===== config.mk =====
export PLATFORM = sky130hd
export DESIGN_NAME = visual_scan_driver_flat
export DESIGN_NICKNAME = d
export VERILOG_FILES = /design/src/rtl/visual_scan_driver_if.sv /design/src/rtl/visual_scan_driver.sv /design/src/flat_wrapper.sv
export SDC_FILE = /design/constraint.sdc
export NUM_CORES = 1
export LEC_CHECK = 0
export ABC_CLOCK_PERIOD_IN_PS = 2460
export CAP_MARGIN = 15
export CORE_UTILIZATION = 50
export CTS_BUF_LIST = sky130_fd_sc_hd__clkbuf_8
export DETAILED_ROUTE_END_ITERATION = 8
export PLACE_DENSITY = 0.84
export SYNTH_ARGS = -nofsm -noshare
export SYNTH_HDL_FRONTEND = slang
export SYNTH_SLANG_ARGS = --single-unit

===== constraint.sdc =====
create_clock -name iCLK -period 2.46 [get_ports iCLK]
set_input_delay 0.615 -clock iCLK [delete_from_list [all_inputs] [get_ports iCLK]]
set_output_delay 0.615 -clock iCLK [all_outputs]
set_load 0.005 [all_outputs]

===== src/rtl/visual_scan_driver_if.sv =====
`default_nettype none
// ============================================================================
//  Module   : visual_scan_driver_if
//  Purpose  : Bundle between the raster scan driver and a visual_* module.
//             The driver publishes the scan position, frame strobe and audio
//             peak. The visual module returns the colour for that position.
//  Signals  : oX, oY   [9:0]  current pixel coordinate (0 outside active area)
//             oFS             1 during vertical blanking
//             oPeak    [14:0] |iL| peak of the previous frame
//             iR,iG,iB [9:0]  colour for the current oX/oY
//  Modports : master - scan driver side, slave - visual module side
//  Revision : 1.0 - initial release
// ============================================================================
interface visual_scan_driver_if;
    logic [9:0]  oX;
    logic [9:0]  oY;
    logic        oFS;
    logic [14:0] oPeak;
    logic [9:0]  iR;
    logic [9:0]  iG;
    logic [9:0]  iB;

    modport master (output oX, oY, oFS, oPeak, input iR, iG, iB);
    modport slave  (input oX, oY, oFS, oPeak, output iR, iG, iB);
endinterface
`default_nettype wire


===== src/rtl/visual_scan_driver.sv =====
`default_nettype none
// ============================================================================
//  Module   : visual_scan_driver
//  Purpose  : Raster scan driver for the visual_* modules (VGA side).
//             Generates pixel coordinates and the frame strobe. Registers the
//             returned colour with DAC timing aligned to it. Tracks a
//             per-frame audio peak.
//  Ports    : iCLK       pixel clock, all state on posedge
//             iRAND_RST  asynchronous active-low reset
//             iL         signed 16-bit audio sample, iLValid its 1-clk strobe
//             vis        visual_scan_driver_if.master (oX/oY/oFS/oPeak out,
//                        iR/iG/iB in)
//             oVGA_R/G/B registered colour, 0 when blanked
//             oHS, oVS   active-low syncs
//             oBLANK_N   1 = visible pixel on the DAC outputs
//  Config   : VISUAL_SCAN_BORDER_EN - when defined, forces the outline of the
//             active area to full white (10'h3FF on R, G and B).
//  Revision : 1.0 - initial release
// ============================================================================
module visual_scan_driver #(
    parameter int H_ACTIVE = 640,
    parameter int H_FP     = 16,
    parameter int H_SYNC   = 96,
    parameter int H_BP     = 48,
    parameter int V_ACTIVE = 480,
    parameter int V_FP     = 10,
    parameter int V_SYNC   = 2,
    parameter int V_BP     = 33,
    parameter int PIPE     = 1
) (
    input  wire logic               iCLK,
    input  wire logic               iRAND_RST,
    input  wire logic signed [15:0] iL,
    input  wire logic               iLValid,
    visual_scan_driver_if.master    vis,
    output logic [9:0]              oVGA_R,
    output logic [9:0]              oVGA_G,
    output logic [9:0]              oVGA_B,
    output logic                    oHS,
    output logic                    oVS,
    output logic                    oBLANK_N
);

    localparam int c_H_TOTAL = H_ACTIVE + H_FP + H_SYNC + H_BP;
    localparam int c_V_TOTAL = V_ACTIVE + V_FP + V_SYNC + V_BP;

    // Counters are 10 bits; comparisons are done at 11 bits so that bounds
    // equal to 1024 still compare correctly.
    localparam logic [10:0] c_H_ACT  = 11'(H_ACTIVE);
    localparam logic [10:0] c_HS_BEG = 11'(H_ACTIVE + H_FP);
    localparam logic [10:0] c_HS_END = 11'(H_ACTIVE + H_FP + H_SYNC);
    localparam logic [10:0] c_H_LAST = 11'(c_H_TOTAL - 1);
    localparam logic [10:0] c_V_ACT  = 11'(V_ACTIVE);
    localparam logic [10:0] c_VS_BEG = 11'(V_ACTIVE + V_FP);
    localparam logic [10:0] c_VS_END = 11'(V_ACTIVE + V_FP + V_SYNC);
    localparam logic [10:0] c_V_LAST = 11'(c_V_TOTAL - 1);

    // Delay bundle layout: {act, hs_raw, vs_raw, R, G, B}
    localparam int          c_BW    = 33;
    localparam logic [32:0] c_BLANK = {1'b0, 1'b1, 1'b1, 30'd0};

    if (c_H_TOTAL > 1024) begin : g_h_total_chk
        $error("visual_scan_driver: H_TOTAL exceeds 1024");
    end
    if (c_V_TOTAL > 1024) begin : g_v_total_chk
        $error("visual_scan_driver: V_TOTAL exceeds 1024");
    end
    if (PIPE < 1) begin : g_pipe_chk
        $error("visual_scan_driver: PIPE must be >= 1");
    end

    // ------------------------------------------------------------------
    // Raster counters
    // ------------------------------------------------------------------
    logic [9:0]  r_hcnt;
    logic [9:0]  r_vcnt;
    logic [10:0] w_h;
    logic [10:0] w_v;
    logic        w_line_end;
    logic        w_frame_end;

    assign w_h         = {1'b0, r_hcnt};
    assign w_v         = {1'b0, r_vcnt};
    assign w_line_end  = (w_h == c_H_LAST);
    assign w_frame_end = w_line_end && (w_v == c_V_LAST);

    always_ff @(posedge iCLK or negedge iRAND_RST) begin
        if (!iRAND_RST) begin
            r_hcnt <= '0;
            r_vcnt <= '0;
        end else if (w_line_end) begin
            r_hcnt <= '0;
            if (w_v == c_V_LAST) begin
                r_vcnt <= '0;
            end else begin
                r_vcnt <= r_vcnt + 10'd1;
            end
        end else begin
            r_hcnt <= r_hcnt + 10'd1;
        end
    end

    // ------------------------------------------------------------------
    // Zero-latency scan position towards the visual module
    // ------------------------------------------------------------------
    logic w_act;
    logic w_hs_raw;
    logic w_vs_raw;

    assign w_act    = (w_h < c_H_ACT) && (w_v < c_V_ACT);
    assign w_hs_raw = !((w_h >= c_HS_BEG) && (w_h < c_HS_END));
    assign w_vs_raw = !((w_v >= c_VS_BEG) && (w_v < c_VS_END));

    assign vis.oX  = w_act ? r_hcnt : 10'd0;
    assign vis.oY  = w_act ? r_vcnt : 10'd0;
    assign vis.oFS = (w_v >= c_V_ACT);

    // ------------------------------------------------------------------
    // Colour source
    // ------------------------------------------------------------------
    logic [29:0] w_col;

`ifdef VISUAL_SCAN_BORDER_EN
    localparam logic [10:0] c_H_EDGE = 11'(H_ACTIVE - 1);
    localparam logic [10:0] c_V_EDGE = 11'(V_ACTIVE - 1);

    logic w_border;

    // Outside the active area the output stage blanks anyway, so the border
    // term need not be qualified with w_act here.
    assign w_border = (w_h == 11'd0) || (w_h == c_H_EDGE) ||
                      (w_v == 11'd0) || (w_v == c_V_EDGE);
    assign w_col    = w_border ? {3{10'h3FF}} : {vis.iR, vis.iG, vis.iB};
`else
    assign w_col    = {vis.iR, vis.iG, vis.iB};
`endif

    // ------------------------------------------------------------------
    // Alignment pipe: colour and timing travel together through PIPE-1
    // delay stages followed by the output register, so blanking and syncs
    // line up with the colour they belong to.
    // ------------------------------------------------------------------
    logic [c_BW-1:0] w_tap [PIPE];
    logic [c_BW-1:0] w_last;

    assign w_tap[0] = {w_act, w_hs_raw, w_vs_raw, w_col};

    for (genvar k = 1; k < PIPE; k++) begin : g_dly
        logic [c_BW-1:0] r_q;

        always_ff @(posedge iCLK or negedge iRAND_RST) begin
            if (!iRAND_RST) begin
                r_q <= c_BLANK;
            end else begin
                r_q <= w_tap[k-1];
            end
        end

        assign w_tap[k] = r_q;
    end

    assign w_last = w_tap[PIPE-1];

    always_ff @(posedge iCLK or negedge iRAND_RST) begin
        if (!iRAND_RST) begin
            oVGA_R   <= '0;
            oVGA_G   <= '0;
            oVGA_B   <= '0;
            oBLANK_N <= 1'b0;
            oHS      <= 1'b1;
            oVS      <= 1'b1;
        end else begin
            oBLANK_N <= w_last[32];
            oHS      <= w_last[31];
            oVS      <= w_last[30];
            if (w_last[32]) begin
                {oVGA_R, oVGA_G, oVGA_B} <= w_last[29:0];
            end else begin
                {oVGA_R, oVGA_G, oVGA_B} <= 30'd0;
            end
        end
    end

    // ------------------------------------------------------------------
    // Audio peak tracker
    // ------------------------------------------------------------------
    logic [15:0] w_neg;
    logic [14:0] w_abs;
    logic [14:0] w_smp;
    logic [14:0] r_run;
    logic [14:0] r_peak;

    // -32768 has no positive 16-bit counterpart; its negation keeps bit 15
    // set, which is used to saturate to 32767.
    assign w_neg = 16'd0 - iL;
    assign w_abs = !iL[15] ? iL[14:0] : (w_neg[15] ? 15'h7FFF : w_neg[14:0]);
    assign w_smp = iLValid ? w_abs : 15'd0;

    always_ff @(posedge iCLK or negedge iRAND_RST) begin
        if (!iRAND_RST) begin
            r_run  <= '0;
            r_peak <= '0;
        end else if (w_frame_end) begin
            // A sample in the closing cycle still belongs to this frame.
            r_peak <= (w_smp > r_run) ? w_smp : r_run;
            r_run  <= '0;
        end else if (iLValid && (w_abs > r_run)) begin
            r_run <= w_abs;
        end
    end

    assign vis.oPeak = r_peak;

endmodule
`default_nettype wire


===== src/flat_wrapper.sv =====
// flat-port wrapper written by rule: the top's interface ports become plain ports
module visual_scan_driver_flat 
#(
    parameter int H_ACTIVE = 640,
    parameter int H_FP     = 16,
    parameter int H_SYNC   = 96,
    parameter int H_BP     = 48,
    parameter int V_ACTIVE = 480,
    parameter int V_FP     = 10,
    parameter int V_SYNC   = 2,
    parameter int V_BP     = 33,
    parameter int PIPE     = 1
)
  (iCLK, iRAND_RST, iL, iLValid, oVGA_R, oVGA_G, oVGA_B, oHS, oVS, oBLANK_N, vis_oX, vis_oY, vis_oFS, vis_oPeak, vis_iR, vis_iG, vis_iB);
  visual_scan_driver_if vis_i ();
  input  wire logic iCLK;
  input  wire logic iRAND_RST;
  input  wire logic signed [15:0] iL;
  input  wire logic iLValid;
  output logic [9:0] oVGA_R;
  output logic [9:0] oVGA_G;
  output logic [9:0] oVGA_B;
  output logic oHS;
  output logic oVS;
  output logic oBLANK_N;
  output wire logic [$bits(vis_i.oX)-1:0] vis_oX;
  output wire logic [$bits(vis_i.oY)-1:0] vis_oY;
  output wire logic [$bits(vis_i.oFS)-1:0] vis_oFS;
  output wire logic [$bits(vis_i.oPeak)-1:0] vis_oPeak;
  input wire logic [$bits(vis_i.iR)-1:0] vis_iR;
  input wire logic [$bits(vis_i.iG)-1:0] vis_iG;
  input wire logic [$bits(vis_i.iB)-1:0] vis_iB;
  assign vis_oX = vis_i.oX;
  assign vis_oY = vis_i.oY;
  assign vis_oFS = vis_i.oFS;
  assign vis_oPeak = vis_i.oPeak;
  assign vis_i.iR = vis_iR;
  assign vis_i.iG = vis_iG;
  assign vis_i.iB = vis_iB;
  visual_scan_driver #(.H_ACTIVE(H_ACTIVE), .H_FP(H_FP), .H_SYNC(H_SYNC), .H_BP(H_BP), .V_ACTIVE(V_ACTIVE), .V_FP(V_FP), .V_SYNC(V_SYNC), .V_BP(V_BP), .PIPE(PIPE)) u_core (.iCLK(iCLK), .iRAND_RST(iRAND_RST), .iL(iL), .iLValid(iLValid), .vis(vis_i), .oVGA_R(oVGA_R), .oVGA_G(oVGA_G), .oVGA_B(oVGA_B), .oHS(oHS), .oVS(oVS), .oBLANK_N(oBLANK_N));
endmodule

-- After elaboration in Yosys (flattened, before gate mapping)
Index checks and enable logic that the tools add are counted.
- memories: 0
- register bits after elaboration: 83
- word-level logic and storage cells: 45
- input port bits: 49
- output and inout port bits: 69
- bits in latches: 0
- RAM bits: 0
- bits in read-only memories: 0
- reductions and logical operators: 8
- $lt $le $gt $ge: 9
- eq/ne operators: 2
- shift operators: 0
- add/sub/neg operators: 3
- multiplexer cells: 13
- divide/modulo/power cells: 0
- multiply operators: 0
- bitwise gates (word level): 0
- operators by type and width (kind ; number):
    15-bit two-way mux ; 6
    10-bit two-way mux ; 7
    15-bit greater-than comparator ; 2
    10-bit by 1-bit adder with 10-bit output, second input constant ; 2
    10-bit == test, second input constant ; 2
    10-bit by 9-bit greater-or-equal comparator with 1-bit output, second input constant ; 2
    10-bit < comparator, second input constant ; 2
    10-bit by 9-bit < comparator with 1-bit output, second input constant ; 2
    1-bit by 16-bit subtractor with 16-bit output, first input constant ; 1
    10-bit greater-or-equal comparator, second input constant ; 1
    1-bit logical AND ; 5
    1-bit logical NOT ; 2
    2-bit nonzero test ; 1

-- Depth between registers and ports, before layout
Gate-level depths: netlist (run 1).
- depth in word-level cells: 7
- mapped depth: 16
- gate-level depth less buffers: 14

-- Least setup slack after synthesis (run 1)
No wires, ideal clock.
- path kind: in2reg
- start point: input port iL[3]
- end point: register u_core.r_peak[10] (netlist: u_core.vis.oPeak[10])
- data arrival time: 3.833 ns
- library setup time: 0.128 ns
- path slack: -1.500 ns
- required time: 2.332 ns
- path buffers: 1
- cell stages on the path: 12
- cell sequence: or4_4 > or4_4 > o41ai_1 > a21oi_2 > and2_1 > ha_1 > nand4_1 > nor4_1 > nor2b_1 > clkbuf_1 > nand3_1 > a31oi_1
- longest elaborated chain between the ends: 6
- RTL lines (what ; line ; RTL):
    start, declared ; flat_wrapper.sv:18 ; input wire logic signed [15:0] iL;
    1-bit by 16-bit subtractor with 16-bit output ; visual_scan_driver.sv:195 ; assign w_neg = 16'd0 - iL;
    15-bit two-way mux ; visual_scan_driver.sv:196 ; assign w_abs = !iL[15] ? iL[14:0] : (w_neg[15] ? 15'h7FFF : w_neg[14:0]);
    15-bit two-way mux * ; visual_scan_driver.sv:196 ;
    15-bit two-way mux * ; visual_scan_driver.sv:197 ; assign w_smp = iLValid ? w_abs : 15'd0;
    15-bit greater-than comparator ; visual_scan_driver.sv:205 ; r_peak <= (w_smp > r_run) ? w_smp : r_run;
    15-bit two-way mux * ; visual_scan_driver.sv:205 ;
    end signal, assigned ; visual_scan_driver.sv:205 ;
    end, declared ; visual_scan_driver.sv:191 ; logic [14:0] r_peak;
Mark *: on every way between the ends. The rest lies on a longest branch, timed or not.
A chain may end at the register's enable or synchronous reset.

-- Final worst setup path (run 1)
- start point: input port iL[3]
- end point: register u_core.r_peak[14] (netlist: u_core.vis.oPeak[14])
Same word-level chain as after synthesis.

==> impl_metrics.py, run 1 <==
metrics = {
    "status": {
        "outcome": "finished with violations",
        "violations": "setup timing",
    },
    "power": {
        "total_power_mw": 4.64,
        "power_frac_clock_pct": 20.0,
        "peakVddDrop_uv": 291,
        "p_leak_nw": 3.65,
        "p_per_area_nw_per_um2": 601,
        "swShare_pct": 39.7,
        "switching_power_mw": 1.84,
        "power.internal_mw": 2.80,
        "comb_power_share_pct": 43.1,
        "power_frac_seq_pct": 36.9,
    },
    "die": {
        "die_h_um": 100,
        "coreArea_um2": 9330,
        "dieArea_um2": 10100,
        "io_pins": 118,
        "die_w_um": 100,
        "initial_core_util_pct": 52.0,
        "num_rows": 35,
    },
    "synth": {
        "synthTopCellsByArea": "dfrtp_1 42%, ha_1 9.0%, and2_1 7.7%",
        "synth_compound_area_share_pct": 11.6,
        "synth_top_family_by_area": "simple AND/OR/NAND/NOR gates",
        "yosys.area_share.adder_pct": 9.03,
        "yosys_warnings": 0,
        "syn_inst": 543,
        "yosys.area.top_type_share_pct": 41.8,
        "syn_area_per_cell_um2": 8.93,
        "synthSimpleGateAreaFrac_pct": 26.5,
        "synth_xor_area_share_pct": 2.17,
        "synth_nets": 627,
        "yosys_register_bits": 83,
        "yosysSeqAreaShare_pct": 42.9,
        "yosysTopAreaCell": "dfrtp_1",
        "yosys.cell_types.count": 42,
        "synth_area_um2": 4850,
        "synthMuxAreaShare_pct": 3.71,
    },
    "critical_path": {
        "crit_chain": "buf_8, or4_4, or4_4, o311a_1, a21oi_2, and2_4, ha_4, nand4_1, buf_4, nor4_4, buf_4, buf_8, buf_12, a21oi_1, a31oi_1",
        "cp_top_family": "simple AND/OR/NAND/NOR gates",
        "end_kind": "flop",
        "crit_buf_inv": 5,
        "regToRegSetupSlack_ns": 0.03,
        "regToRegStartpoint": "u_core.r_hcnt[5]",
        "r2r_cells": 8,
        "cp_max_fo": 6,
        "arrival_ns": 3.95,
        "reg2reg_to": "u_core.vis.oPeak[10]",
        "worstSetupPathType": "in2reg",
        "cp.depth": 15,
        "critPathMaxStageDelay_ns": 0.54,
        "cp-endpoint": "u_core.vis.oPeak[14]",
        "start_kind": "input port",
        "startpoint": "iL[3]",
        "crit_required_ns": 2.72,
        "crit_slowest_cell": "or4_4",
    },
    "clock_tree": {
        "clk_pin_slew_ns": 0.10,
        "cts-root-buf": "clkbuf_8",
        "cts_made_buffers": 9,
        "cts_tree": "built",
        "cts_hold_buf": 0,
        "cts_buffer_depth": 2,
        "clk_latency_ns": 0.37,
        "htree_levels": 3,
        "cts_sinks": 83,
    },
    "layout": {
        "design_area_um2": 7720,
        "num-nets-final": 838,
        "drive_above_1_share_pct": 30.0,
        "antennaDiodeCount": 0,
        "fillers": 449,
        "final-seq-area_um2": 2080,
        "area_delta_synth_final_pct": 59.2,
        "multi_input_area_um2": 3100,
    },
    "sta": {
        "layout_min_cycle_time_ns": 3.68,
        "finalHoldViolCount": 0,
        "slew_viol_final": 0,
        "max-slew-margin-rel_pct": 49.6,
        "setup-tns-final_ns": -30.67,
        "rsz0062_at_grt": "true",
        "fin_crit_sh_pct": 150,
        "timing.fmax_mhz": 271,
        "worst_slack_ns": -1.22,
        "whs_ns": 0.320,
        "finClkSkew_ns": 0.0162,
        "setup_viol": 30,
        "worstMarginPinSlew_ns": 0.756,
    },
    "global_route": {
        "grtUsageTotal_pct": 31.1,
        "antenna_found_initial": 0,
        "grt_start_max_net_pins": 62,
        "grt_first_pass_wirelength_mm": 24.3,
        "grt_pass1_vias": 5028,
        "overflow": 0,
    },
    "drt": {
        "remaining_drc_errors": 0,
        "drt_iter0_drc": 588,
        "via_per_inst": 6.03,
        "firstDrtPassIters": 6,
        "avgRoutedWirePerCell_um": 20.6,
        "via_count": 5356,
        "ant_nets": 0,
        "wl_mm": 18.3,
    },
    "place": {
        "portBuffers": 116,
        "gp_congestion": 0.902,
        "placed_area_um2": 6750,
        "dpl.hpwl_mm": 9.92,
    },
    "worst_hold_path": {
        "holdCritPathClass": "in2async",
    },
    "flow_run": {
        "cap_violations": 0,
    },
}
[power groups by stage]
stage / Combinational [mW] / Clock [mW] / Sequential [mW]
CTS: 1.61 / 0.907 / 1.66
finish: 2.00 / 0.928 / 1.71
detailed placement: 1.43 / 0 / 1.69
floorplan: 0.915 / 0 / 1.65
global placement: 1.33 / 0 / 1.68
global route: 2.11 / 0.980 / 1.72
[metrics by stage]
stage / util, % / cells / setup WS (ns)
floorplan: - / 543 / -0.961
global placement: 72.3 / 836 / -1.69
detailed placement: 72.3 / 836 / -1.84
CTS: 78.4 / 871 / -1.14
global route: 82.8 / 888 / -1.24
finish: 82.8 / 888 / -1.22
[cells by family (layout without fill, tap and decap cells)]
kind of cell | after synthesis | in the layout
AND/OR/NAND/NOR | 247 | 248
AO/OA/AOI/OAI | 96 | 96
flip-flops | 83 | 83
buffers and inverters | 51 | 266
adder cells (fa/ha/maj) | 35 | 35
multiplexers | 18 | 18
XOR/XNOR | 12 | 12
other | 1 | 1
[sequential cells by signal (all words and copies together) (netlist names)]
register          cells
u_core.r_run         15
u_core.oHS            1
u_core.oVS            1
u_core.oVGA_R        10
u_core.vis.oPeak     15
u_core.oVGA_G        10
u_core.r_vcnt        10
u_core.oBLANK_N       1
u_core.oVGA_B        10
u_core.r_hcnt        10
[area by class of cell]
cell class | count | share of cell area, %
sequential | 83 | 26.9
clock buffer | 9 | 1.60
tap | 129 | 2.09
clock inverter | 7 | 0.697
inverter | 28 | 1.36
timing repair buffer | 222 | 27.2
multi-input combinational | 410 | 40.1
[worst min-delay path by stage]
stage	endpoint	depth (start not counted)	slack, ns
global placement	u_core.oVS	1	0.49
global route	u_core.r_hcnt[6]	1	0.36
detailed placement	u_core.oVS	1	0.50
finish	u_core.r_hcnt[3]	1	0.32
floorplan	u_core.oBLANK_N	0	0.32
CTS	u_core.r_hcnt[3]	1	0.33
[worst reg2reg max path, cell delays in order, from the launching register on]
cell and delay, ns:
dfrtp_1 0.48, nor4b_1 0.38, and3_1 0.30, nor2b_1 0.17, buf_4 0.22, nand2_1 0.08
buf_4 0.29, a21oi_1 0.26, a31oi_1 0.12
[cells in the mapped netlist, drive strengths merged]
cell type   n
dfrtp      81
nand2      67
and2       60
nor2       36
ha         35
a21oi      34
inv        28
nand3      27
o21ai      25
a31oi      20
clkbuf     20
mux2i      18
nand4      11
nor3       10
and3        8
nor2b       7
xor2        7
o31ai       6
or4         6
nand2b      5
xnor2       5
nor4b       4
buf         3
o41ai       3
or3         3
a211oi      2
dfstp       2
nor4        2
a21o        1
a22o        1
conb        1
nand3b      1
o211ai      1
o21a        1
o22ai       1
o311a       1
[layer usage]
metal	global-route usage, %	up-vias	part of all wire [%]	routed length (um)
li1	-	2308	-	-
met1	33.2	2492	33	6070
met2	58.4	426	50	9130
met3	5.62	130	8.9	1630
met4	16.3	0	8.1	1480
met5	0	-	0	0
[what timing repair did]
action,CTS,global route
resized for setup,108,79
setup buffers,14,17
endpoints found under the setup margin,50,49
pin swaps,49,41
gates cloned,5,2
[cells in the final DEF, fill, tap and decap left out, drive strengths merged, types with 10 or more instances in the layout]
cell	instances
o21ai	25
clkdlybuf4s50	82
dfrtp	81
nor3	10
a31oi	20
ha	35
nand3	27
a21oi	34
inv	30
nand2	67
clkbuf	19
buf	116
mux2i	18
and2	60
nor2	36
nand4	11
Note: power is estimated with default switching activity, not from simulation.
==> run 2, diff against run 1 <==
- SLEW_MARGIN: default -> 15
==> results of run 2 <==
The final DEF is identical to that of run 1; final timing and power are the same.
==> run 3, diff against run 2 <==
- GPL_ROUTABILITY_DRIVEN: default -> 0
- SLEW_MARGIN: 15 -> 5
==> impl_metrics.py, run 3 (synthesized netlist as in run 1, its figures left out) <==
metrics = {
    "die": {
        "die_w_um": 100,
        "dieArea_um2": 10100,
        "io_pins": 118,
        "die_h_um": 100,
        "initial_core_util_pct": 52.0,
        "num_rows": 35,
        "coreArea_um2": 9330,
    },
    "layout": {
        "fillers": 502,
        "final_common_cell": "buf_4",
        "area_delta_synth_final_pct": 56.9,
        "design_area_um2": 7610,
        "final_cell_mix": "90 x buf_4, 81 x clkdlybuf4s50_1, 80 x dfrtp_1, 64 x nand2_1, 55 x and2_1",
        "drive_above_1_share_pct": 30.6,
        "num-nets-final": 838,
        "antennaDiodeCount": 0,
    },
    "place": {
        "portBuffers": 116,
        "dpl.hpwl_mm": 10.1,
        "placed_area_um2": 6740,
    },
    "power": {
        "p_leak_nw": 3.60,
        "power_frac_seq_pct": 37.4,
        "total_power_mw": 4.57,
        "switching_power_mw": 1.79,
        "power.internal_mw": 2.79,
        "peakVddDrop_uv": 356,
        "swShare_pct": 39.1,
        "power_frac_clock_pct": 20.0,
        "comb_power_share_pct": 42.6,
        "p_per_area_nw_per_um2": 601,
    },
    "sta": {
        "slew_viol_final": 0,
        "rsz0062_at_grt": "true",
        "layout_min_cycle_time_ns": 3.57,
        "whs_ns": 0.313,
        "finalHoldViolCount": 0,
        "max-slew-margin-rel_pct": 50.6,
        "setup_viol": 34,
        "timing.fmax_mhz": 280,
        "worstMarginPinSlew_ns": 0.742,
        "worst_slack_ns": -1.11,
        "finClkSkew_ns": 0.0186,
        "fin_crit_sh_pct": 145,
    },
    "flow_run": {
        "cap_violations": 0,
    },
    "critical_path": {
        "critPathMaxStageDelay_ns": 0.55,
        "end_kind": "flop",
        "cp_max_fo": 7,
        "startpoint": "iL[3]",
        "crit_required_ns": 2.71,
        "arrival_ns": 3.82,
        "start_kind": "input port",
        "crit_slowest_cell": "or4_4",
        "crit_chain": "buf_6, or4_4, or4_4, o41ai_4, a21oi_2, buf_4, ha_4, nand4_1, buf_4, o41ai_4, a31oi_4, clkbuf_16, mux2i_2",
        "worstSetupPathType": "in2reg",
        "regToRegStartpoint": "u_core.r_vcnt[1]",
        "cp_top_family": "simple AND/OR/NAND/NOR gates",
        "crit_buf_inv": 4,
    },
    "drt": {
        "avgRoutedWirePerCell_um": 19.8,
        "firstDrtPassIters": 5,
        "drt_iter0_drc": 434,
        "via_count": 5271,
        "wl_mm": 17.6,
        "remaining_drc_errors": 0,
        "via_per_inst": 5.94,
        "ant_nets": 0,
    },
    "global_route": {
        "overflow": 0,
        "grt_pass1_vias": 5153,
        "antenna_found_initial": 0,
        "grt_first_pass_wirelength_mm": 24.1,
        "grt_start_max_net_pins": 62,
        "grtUsageTotal_pct": 30.8,
    },
    "status": {
        "outcome": "finished with violations",
        "violations": "setup timing",
    },
    "clock_tree": {
        "cts_buffer_depth": 2,
        "cts_tree": "built",
        "clk_latency_ns": 0.37,
        "cts_made_buffers": 9,
        "cts_sinks": 83,
        "cts_hold_buf": 0,
        "cts-root-buf": "clkbuf_8",
        "clk_pin_slew_ns": 0.10,
        "htree_levels": 3,
    },
    "worst_hold_path": {
        "holdCritPathClass": "in2async",
    },
}
==> run 3: cell types whose count changed in the layout (fill, tap and decap cells not counted), sizes merged, moves of 2 or more <==
cell	change
clkinv	-2
dlymetal6s2s	-4
clkdlybuf4s15	+5
buf	-8
clkbuf	+11
dlygate4sd2	-4
==> run 3: worst paths after layout <==
path | to | slack [ns] | cells past startpoint
max | u_core.r_run[3] | -1.11 | 13
min | u_core.oVGA_B[5] | 0.31 | 1
max reg2reg | u_core.vis.oPeak[11] | -0.24 | 9
min reg2reg | u_core.oVS | 0.52 | 1
max in group asynchronous | u_core.oVGA_B[1] | 1.47 | 2
min in group iCLK | u_core.oVS | 0.52 | 1
==> run 3: cell type report <==
cell class	instances	area [um^2]	area share (%)
inverters	28	105	1.38
multi-input cells	410	3080	40.5
clock buffers	9	124	1.63
well taps	129	161	2.12
repair buffers	222	2010	26.4
flip-flops and latches	83	2080	27.3
clock inverters	7	52.6	0.690
==> run 3: routing by layer <==
layer,wire length [um],vias up,GRT usage [%]
li1,-,2309,-
met3,1180,107,5.89
met5,0,-,0
met4,1150,0,21.7
met2,9070,331,56.0
met1,6150,2524,31.7
==> run 3: power by group through the flow <==
stage	clock (mW)	combinational (mW)	sequential (mW)
floorplan	0	0.915	1.65
global placement	0	1.31	1.68
finish	0.916	1.95	1.71
global route	0.968	2.09	1.72
CTS	0.882	1.65	1.67
detailed placement	0	1.42	1.69
==> run 3: through the flow <==
stage	worst slack [ns]	utilization, %	TNS [ns]	instances
2_1_floorplan	-0.961	-	-25.98	543
3_3_place_gp	-1.72	72.2	-49.18	833
3_5_place_dp	-1.96	72.2	-54.14	833
4_1_cts	-1.12	78.8	-30.85	872
5_1_grt	-1.17	81.6	-33.33	888
6_report	-1.11	81.6	-31.00	888
==> run 3: timing repair <==
item / 4_1_cts / 5_1_grt
endpoints found under the setup margin: 49 / 47
pin swaps: 52 / 34
buffers inserted: 18 / 16
gates resized for setup: 92 / 94
gates cloned: 5 / 2
==> run 3: worst register-to-register path, cell delays in order (launching register included) <==
cell and delay [ns]:
dfrtp_1 0.43, inv_1 0.15, ha_1 0.19, nor4b_1 0.34, nand3_1 0.16, nor4b_2 0.51, nand2_1 0.21, buf_12 0.23
a21oi_1 0.23, a31oi_1 0.13
